### src/rtl/i2s_rx_pkg.sv
// Shared types and constants for the I2S target receiver.
`timescale 1ns/1ps

package i2s_rx_pkg;

    // Receiver states: idle while disabled, hunting for a word boundary, then
    // deserialising whole words.
    typedef enum logic [1:0] {
        DISABLED,
        WAIT_WS,
        RECEIVE
    } rx_state_e;

    // Word-select level for each channel (Philips format).
    localparam logic CH_LEFT  = 1'b0;
    localparam logic CH_RIGHT = 1'b1;

endpackage

### src/rtl/i2s_rx_sync.sv
// Multi-flop synchroniser for a bit clock and its companion lines.
// Bit 0 of async_i is the bit clock: only its rising edge is exported.
// The remaining bits are exported as synchronised levels that are aligned
// cycle-for-cycle with that edge pulse.
`timescale 1ns/1ps

module i2s_rx_sync #(
    parameter int WIDTH  = 3,
    parameter int STAGES = 2
) (
    input  logic             clk_i,
    input  logic             rst_ni,
    input  logic [WIDTH-1:0] async_i,
    output logic [WIDTH-2:0] lines_o,
    output logic             rise_o
);

    logic [WIDTH-1:0] stage_q [STAGES];
    logic             clk_prev_q;

    // Shift the asynchronous lines through the flop chain and remember the
    // previous synchronised clock level for edge detection.
    always_ff @(posedge clk_i or negedge rst_ni) begin
        if (!rst_ni) begin
            // NOTE: this array is a short chain of real flops, not a RAM, so
            // every element is reset to give a known start-up level.
            for (int i = 0; i < STAGES; i++) begin
                stage_q[i] <= '0;
            end
            clk_prev_q <= 1'b0;
        end else begin
            // NOTE: non-blocking assignments make every stage sample the old
            // value of its neighbour, which is what makes this a chain.
            stage_q[0] <= async_i;
            for (int i = 1; i < STAGES; i++) begin
                stage_q[i] <= stage_q[i-1];
            end
            clk_prev_q <= stage_q[STAGES-1][0];
        end
    end

    assign lines_o = stage_q[STAGES-1][WIDTH-1:1];
    assign rise_o  = stage_q[STAGES-1][0] & ~clk_prev_q;

endmodule

### src/rtl/i2s_target_rx.sv
// I2S (Philips format) target receiver. The SoC drives sck/ws/sd and this
// block oversamples them, deserialises each channel slot into an
// MSB-aligned word and offers it on a valid/ready stream. Words completed
// while the consumer is stalled are dropped and flagged via overflow_o.
`timescale 1ns/1ps

module i2s_target_rx
    import i2s_rx_pkg::*;
#(
    parameter int DATA_WIDTH  = 32,
    parameter int SYNC_STAGES = 2
) (
    input  logic                  clk_i,
    input  logic                  rst_ni,
    input  logic                  en_i,
    input  logic                  i2s_sck_i,
    input  logic                  i2s_ws_i,
    input  logic                  i2s_sd_i,
    output logic [DATA_WIDTH-1:0] data_o,
    output logic                  channel_o,
    output logic                  valid_o,
    input  logic                  ready_i,
    output logic                  overflow_o,
    input  logic                  clr_overflow_i
);

    localparam int             CW      = $clog2(DATA_WIDTH + 1);
    localparam logic [CW-1:0]  CNT_MAX = CW'(DATA_WIDTH);

    logic [1:0]            lines_s;
    logic                  ws_s;
    logic                  sd_s;
    logic                  sck_rise;

    rx_state_e             state_q;
    logic                  ws_d_q;
    logic [CW-1:0]         cnt_q;
    logic [DATA_WIDTH-1:0] shift_q;

    logic                  done_q;
    logic                  done_ch_q;
    logic [DATA_WIDTH-1:0] done_data_q;

    logic                  ws_edge;
    logic                  room;
    logic [CW-1:0]         cnt_next;
    logic [DATA_WIDTH-1:0] shift_next;
    logic [DATA_WIDTH-1:0] word_aligned;

    // sck, ws and sd share one synchroniser so ws/sd are seen in the same
    // cycle as the sck edge that samples them.
    i2s_rx_sync #(
        .WIDTH  (3),
        .STAGES (SYNC_STAGES)
    ) u_sync (
        .clk_i   (clk_i),
        .rst_ni  (rst_ni),
        .async_i ({i2s_sd_i, i2s_ws_i, i2s_sck_i}),
        .lines_o (lines_s),
        .rise_o  (sck_rise)
    );

    assign ws_s = lines_s[0];
    assign sd_s = lines_s[1];

    // Next shift/count values with the current sd bit taken in, and the word
    // left-justified as it would be if this edge closed the slot.
    always_comb begin
        // NOTE: every signal here is assigned on every path, so no latch is
        // inferred even though some results go unused in a given state.
        ws_edge      = (ws_s != ws_d_q);
        room         = (cnt_q < CNT_MAX);
        shift_next   = room ? {shift_q[DATA_WIDTH-2:0], sd_s} : shift_q;
        cnt_next     = room ? cnt_q + CW'(1) : cnt_q;
        word_aligned = shift_next << (CNT_MAX - cnt_next);
    end

    // Receive state machine: boundary hunting, bit deserialisation and the
    // registered word-complete pulse.
    always_ff @(posedge clk_i or negedge rst_ni) begin
        if (!rst_ni) begin
            state_q     <= DISABLED;
            ws_d_q      <= 1'b0;
            cnt_q       <= '0;
            shift_q     <= '0;
            done_q      <= 1'b0;
            done_ch_q   <= CH_LEFT;
            done_data_q <= '0;
        end else begin
            done_q <= 1'b0;
            if (sck_rise) begin
                ws_d_q <= ws_s;
            end
            if (!en_i) begin
                state_q <= DISABLED;
                cnt_q   <= '0;
                shift_q <= '0;
            end else begin
                unique case (state_q)
                    DISABLED: state_q <= WAIT_WS;
                    WAIT_WS: begin
                        // The first word seen is partial; start clean at the
                        // next boundary.
                        if (sck_rise && ws_edge) begin
                            cnt_q   <= '0;
                            shift_q <= '0;
                            state_q <= RECEIVE;
                        end
                    end
                    RECEIVE: begin
                        if (sck_rise) begin
                            if (ws_edge) begin
                                // This edge carries the LSB of the ws_d_q slot.
                                done_q      <= 1'b1;
                                done_data_q <= word_aligned;
                                done_ch_q   <= ws_d_q ? CH_RIGHT : CH_LEFT;
                                cnt_q       <= '0;
                                shift_q     <= '0;
                            end else begin
                                cnt_q   <= cnt_next;
                                shift_q <= shift_next;
                            end
                        end
                    end
                    default: state_q <= DISABLED;
                endcase
            end
        end
    end

    // Output stream register with sticky overflow on a stalled consumer.
    always_ff @(posedge clk_i or negedge rst_ni) begin
        if (!rst_ni) begin
            valid_o    <= 1'b0;
            data_o     <= '0;
            channel_o  <= CH_LEFT;
            overflow_o <= 1'b0;
        end else begin
            if (done_q && (!valid_o || ready_i)) begin
                valid_o   <= 1'b1;
                data_o    <= done_data_q;
                channel_o <= done_ch_q;
            end else if (valid_o && ready_i) begin
                valid_o <= 1'b0;
            end
            // A new drop takes priority over a clear in the same cycle.
            if (done_q && valid_o && !ready_i) begin
                overflow_o <= 1'b1;
            end else if (clr_overflow_i) begin
                overflow_o <= 1'b0;
            end
        end
    end

endmodule
### config.mk
export PLATFORM = sky130hd
export DESIGN_NAME = i2s_target_rx
export DESIGN_NICKNAME = d
export VERILOG_FILES = /design/src/rtl/i2s_rx_pkg.sv /design/src/rtl/i2s_rx_sync.sv /design/src/rtl/i2s_target_rx.sv
export SDC_FILE = /design/constraint.sdc
export NUM_CORES = 1
export LEC_CHECK = 0
export CORE_ASPECT_RATIO = 0.7
export CORE_MARGIN = 2
export CORE_UTILIZATION = 40
export CTS_CLUSTER_SIZE = 24
export DETAILED_ROUTE_END_ITERATION = 12
export GPL_ROUTABILITY_DRIVEN = 0
export MAX_ROUTING_LAYER = met4
export PLACE_DENSITY = 0.63
export SKIP_LAST_GASP = 1
export SLEW_MARGIN = 20
export SYNTH_ARGS = -nofsm -noshare
export SYNTH_HDL_FRONTEND = slang
export SYNTH_HIERARCHICAL = 1
export SYNTH_SLANG_ARGS = --single-unit
### constraint.sdc
create_clock -name clk_i -period 2.6 [get_ports clk_i]
set_clock_uncertainty 0.15 [all_clocks]
set_input_delay 0.39 -clock clk_i [delete_from_list [all_inputs] [get_ports clk_i]]
set_output_delay 0.39 -clock clk_i [all_outputs]
set_load 0.02 [all_outputs]
; ---- Yosys cells after proc, flatten, opt, wreduce, memory -nomap -nowiden
; Cells that the tools add are included.
[totals]
ff_bits = 117
elab_cells = 65
[classes]
n_addsub = 2
order_cmp = 1
n_eq_ne = 7
shift = 1
mux = 24
bitwise = 2
reduce_logical = 14
[ops]
columns = operator, count
row1 = $mux 32, 5
row2 = $pmux 32 s2, 1
row3 = $shl 32x6->32, 1
row4 = $mux 6, 5
row5 = $pmux 6 s2, 1
row6 = $mux 1, 9
row7 = $add 6x1->6 const B, 1
row8 = $lt 6x6->1 const B, 1
row9 = $ne 3x3->1 const B, 2
row10 = $pmux 2 s3, 1
row11 = $sub 6x6->6 const A, 1
row12 = $logic_and 1x1->1, 5
row13 = $mux 2, 2
row14 = $reduce_and 4->1, 1
row15 = $reduce_bool 2->1, 2
row16 = $ne 3x1->1 const B, 1
row17 = $reduce_and 3->1, 1
row18 = $eq 2x1->1 const B, 1
row19 = $eq 2x2->1 const B, 1
row20 = $logic_not 1->1, 2
row21 = $logic_not 2->1, 1
row22 = $ne 2x2->1 const B, 1
row23 = $reduce_and 2->1, 1
row24 = $and 1x1->1, 1
row25 = 3 further kinds, 3

; ---- Logic depth before layout (Yosys ltp)
[logic_depth]
depth_word = 6
ltp_mapped = 10
ltp_nobuf = 8

; ---- By module
; The synthesis kept the hierarchy.
[by_module_without_submodules]
columns = module, n_inst, cells_per_inst, area_each_um2
row1 = i2s_target_rx, 1, 564, 6256.0
row2 = i2s_rx_sync, 1, 10, 203.9

; ---- Worst setup path after synthesis
; No wires, ideal clock.
[synth_path]
path_type = register -> register
startpoint = register cnt_q[0]
endpoint = register done_data_q[13]
setup_time_ps = 121
arrival_ps = 2450
required_time_ps = 2329
path_slack_ps = -121
stages_incl_launch_ff = 9
synth_period_minus_slack_ps = 2721
cell_sequence = dfrtp_1 > ha_1 > nor2b_1 > or3_1 > and2_1 > buf_2 > mux2i_1 > mux4_2 > a22o_1
[synth_between]
elab_chain_cells = 4
[synth_lines]
columns = item, line_no
row1 = start: declaration, i2s_target_rx.sv:37  ; logic [CW-1:0] cnt_q;
row2 = start signal: assignment, i2s_target_rx.sv:120  ; cnt_q <= cnt_next;
row3 = $add 6x1->6 or $lt 6x6->1 (tied branches), "i2s_target_rx.sv:74, i2s_target_rx.sv:72"
row4 = $mux 6, i2s_target_rx.sv:74  ; cnt_next = room ? cnt_q + CW'(1) : cnt_q;
row5 = $sub 6x6->6, i2s_target_rx.sv:75  ; word_aligned = shift_next << (CNT_MAX - cnt_next);
row6 = $shl 32x6->32 (*), i2s_target_rx.sv:75
row7 = end signal: assignment, i2s_target_rx.sv:115  ; done_data_q <= word_aligned;
row8 = end: declaration, i2s_target_rx.sv:42  ; logic [DATA_WIDTH-1:0] done_data_q;
; Every way passes the cells marked *; elsewhere a longest branch is shown, timed or not.
; A chain may end at the register's enable or synchronous reset.

; ---- Worst setup path after layout
[layout_path]
startpoint = register cnt_q[1]
endpoint = register done_data_q[31]
; Same word-level chain as after synthesis.

==> metrics.md <==
| Metric | Value |
|---|---|
| DP Area | just under 8000 sq um |
| Failing checks | setup timing |
| DR WL/cell | 19.4 microns |
| Comb power frac | 0.030 |
| Number of synthesized register bits | around 120 |
| DRC | 0 |
| Mapped Area | 6460 sq um |
| Setup ws final | -0.228 ns |
| Peak fanout along the critical path | 8 |
| CP startpoint kind | register |
| Crit path capture type | register |
| Fin crit period | 2.83 ns |
| Vias per cell | ~5.7 |
| Leakage | about 3.8 nW |
| RSZ-0062 raised after global routing | true |
| CP required | 2.75 ns |
| Max rail drop VDD | 0.000323 V |
| WP data arrival | between 2 and 3 ns |
| Fin area | 8890 sq um |
| Synth unique cells | 66 |
| Hold Path Class | reg2reg |
| Power Dens Cells | 495 nW/um^2 |
| Register area share after synthesis | 0.453 |
| Num rows | 38 |
| Setup_tns | -2.20 ns |
| Area contributors post-synth | dfrtp_1 (45%), mux2i_1 (12%), mux2_2 (9.1%), a22o_1 (5.4%), a21oi_1 (2.7%) |
| Initial drt markers | 471 |
| NetSw | between 0.0009 and 0.001 W |
| Final max-slew violation count | 0 |
| WHS Path Cells | 0 |
| First-pass GRT wire length | between 20000 and 30000 microns |
| Initial Utilization | 0.413 |
| CTS tree | done |
| Reg power frac | 0.420 |
| Hold Vio Cnt, Final | 0 |
| Critical path class | reg2reg |
| Total Nets Final | 718 |
| Reg2Reg Depth | 10 |
| Die H | between 100 and 150 microns |
| Top FF cell, synth | dfrtp_1 |
| Syn avg cell area | ~11 sq um |
| Number of max-cap violations | 0 |
| Yosys top cell area share | 0.453 |
| Place WS | -0.311 ns |
| DIE AREA | ~17000 sq um |
| Clock Pin Slew Worst Setup and Hold Paths | about 0.060 ns |
| Clk sinks | roughly 120 |
| Slew headroom | 0.574 |
| Core area | roughly 16000 sq um |
| Fin crit share | 1.09 |
| Area growth syn-to-layout | 37.6% |
| Worst slew pin tran | around 0.63 ns |
| Initial antenna violation count | 0 |
| DRT antenna net count | 0 |
| Routed WL | 17900 microns |
| Detail Placement HPWL | 12300 microns |
| Fraction of layout cells with a size suffix above 1 | 0.364 |
| Vias in the first global route | approximately 5300 |
| Via count | 5261 |
| Post-synth ARST share | 1.00 |
| Pint | between 0.003 and 0.004 W |
| Post-synth top area cell | dfrtp_1 |
| FMAX | 0.354 GHz |
| Die width | around 160 microns |
| Post-Syn Nets | 583 |
| Ports | 43 |
| Final setup viols | 21 |
| Total power | 0.00440 W |
| Status | finished with violations |
| First-pass iteration count of the detailed router | 7 |
| CTS Buf Count | 17 |
| H-tree levels | 4 |
| PortBufs | 42 |
| Synth warn | 6 |
| Syn Inst Count | ~570 |
| CTS Buffer Depth | 2 |
| GRT Util Overall | 0.222 |
| Largest net degree at the start of global routing | 76 |
| Root Buffer | clkbuf_16 |
| Clock power frac | 0.550 |
| # diodes | 0 |
| Total overflow reported by the global router | 0 |
| Post-synth EDFFs | 0 |
| Worst skew pair latency | approximately 0.42 ns |
| Net Sw Frac | 0.227 |
## flip-flops by register name, summed over array words and instances (netlist names), 2 cells and up
name / count
data_o: 32
state_q: 2
cnt_q: 6
u_sync/lines_o: 2
shift_q: 32
u_sync/stage_q: 4
done_data_q: 32
## area by class of cell
type                       instances  area [sq um]
fill                            1252          6760
clock buffer                      18           429
timing repair buffer             155          1440
inverter                           3          11.3
multi-input combinational        415          3640
sequential                       117          2930
tap                              200           250
clock inverter                    14           179
## layer usage
metal  GRT usage  wire (microns)  share of wire  vias to the layer above
met3      0.0520            1040          0.058                       36
li1            -               -              -                     2413
met5           -               0              0                        -
met1       0.309            8450           0.47                     2633
met2       0.323            8060           0.45                      179
met4      0.0721             357          0.020                        0
## timing repair
| action | 4_1_cts | 5_1_grt |
|---|---|---|
| hold buffers | 1 | 0 |
| endpoints found under the hold margin | 29 | 0 |
| buffers inserted | 12 | 15 |
| setup endpoints to repair | 30 | 28 |
| gates resized for setup | 35 | 50 |
| pin swaps | 7 | 17 |
## cell usage in the layout, fill, tap and decap left out, types with 4 or more instances in the layout
| cell | n |
|---|---|
| clkdlybuf4s50_1 | 41 |
| o21a_1 | 5 |
| buf_12 | 11 |
| nor2_1 | 40 |
| dfrtp_1 | 115 |
| a21oi_1 | 29 |
| nor2b_1 | 5 |
| nand2_1 | 36 |
| o211ai_1 | 4 |
| o21ai_0 | 15 |
| nand3_1 | 7 |
| mux2_4 | 7 |
| mux2_2 | 46 |
| nand2b_1 | 6 |
| o21ai_1 | 9 |
| buf_6 | 8 |
| clkbuf_16 | 17 |
| a22o_1 | 40 |
| mux4_2 | 4 |
| mux2i_4 | 11 |
| a21oi_2 | 5 |
| mux2i_2 | 7 |
| clkinv_4 | 5 |
| buf_4 | 93 |
| mux2i_1 | 62 |
## power groups by stage
stage	sequential (W)	clock (W)	combinational [W]
2_1_floorplan	0.00187	0	0.0000499
3_3_place_gp	0.00188	0	0.000116
3_5_place_dp	0.00188	0	0.000121
4_1_cts	0.00184	0.00245	0.000130
5_1_grt	0.00184	0.00254	0.000146
6_report	0.00184	0.00242	0.000132
## synth_stat cells (8+ instances only)
cell type and count:
a21oi_1 35, buf_2 11, nand2_1 36, dfrtp_1 117
nor2_1 41, buf_4 9, mux2_2 52, clkbuf_1 12
mux2i_1 80, nand3_1 8, o21ai_0 23, a22o_1 40
## cell families after synthesis
logic type	synth area share
adders and majority gates	0.00194
muxes	0.231
DFF	0.453
and+or+nand+nor	0.0986
xor gates and xnor gates	0.0186
AOI/OAI and AO/OA	0.160
buffers and inverters	0.0364
## critical path, cell delays in order (launching register included)
cell     delay (ns)
dfrtp_1        0.40
ha_4           0.27
or3b_4         0.39
a21oi_4        0.21
nor3_4         0.09
nor2_8         0.19
buf_4          0.16
buf_12         0.12
mux2i_4        0.27
mux2i_4        0.12
a221o_1        0.33
## final timing paths
kind / start / endpoint / slack, ns
min: u_sync/stage_q[5]$_DFF_PN0_ / u_sync/lines_o[1]$_DFF_PN0_ / 0.20
max reg2reg: cnt_q[1]$_DFFE_PN0P_ / done_data_q[31]$_DFFE_PN0P_ / -0.23
min reg2reg: u_sync/stage_q[5]$_DFF_PN0_ / u_sync/lines_o[1]$_DFF_PN0_ / 0.20
max in group asynchronous: rst_ni / data_o[22]$_DFFE_PN0P_ / 1.25
max: cnt_q[1]$_DFFE_PN0P_ / done_data_q[31]$_DFFE_PN0P_ / -0.23
min in group asynchronous: rst_ni / state_q[0]$_DFFE_PN0P_ / 0.31
## metrics by stage
step,hold slack [ns],instances,utilization
after global placement,0.192,863,0.492
after global routing,0.210,922,0.568
after CTS,0.207,908,0.547
final,0.200,922,0.568
after floorplan,-0.0556,574,-
after detailed placement,0.186,863,0.492
(Power assumes the default switching activity.)
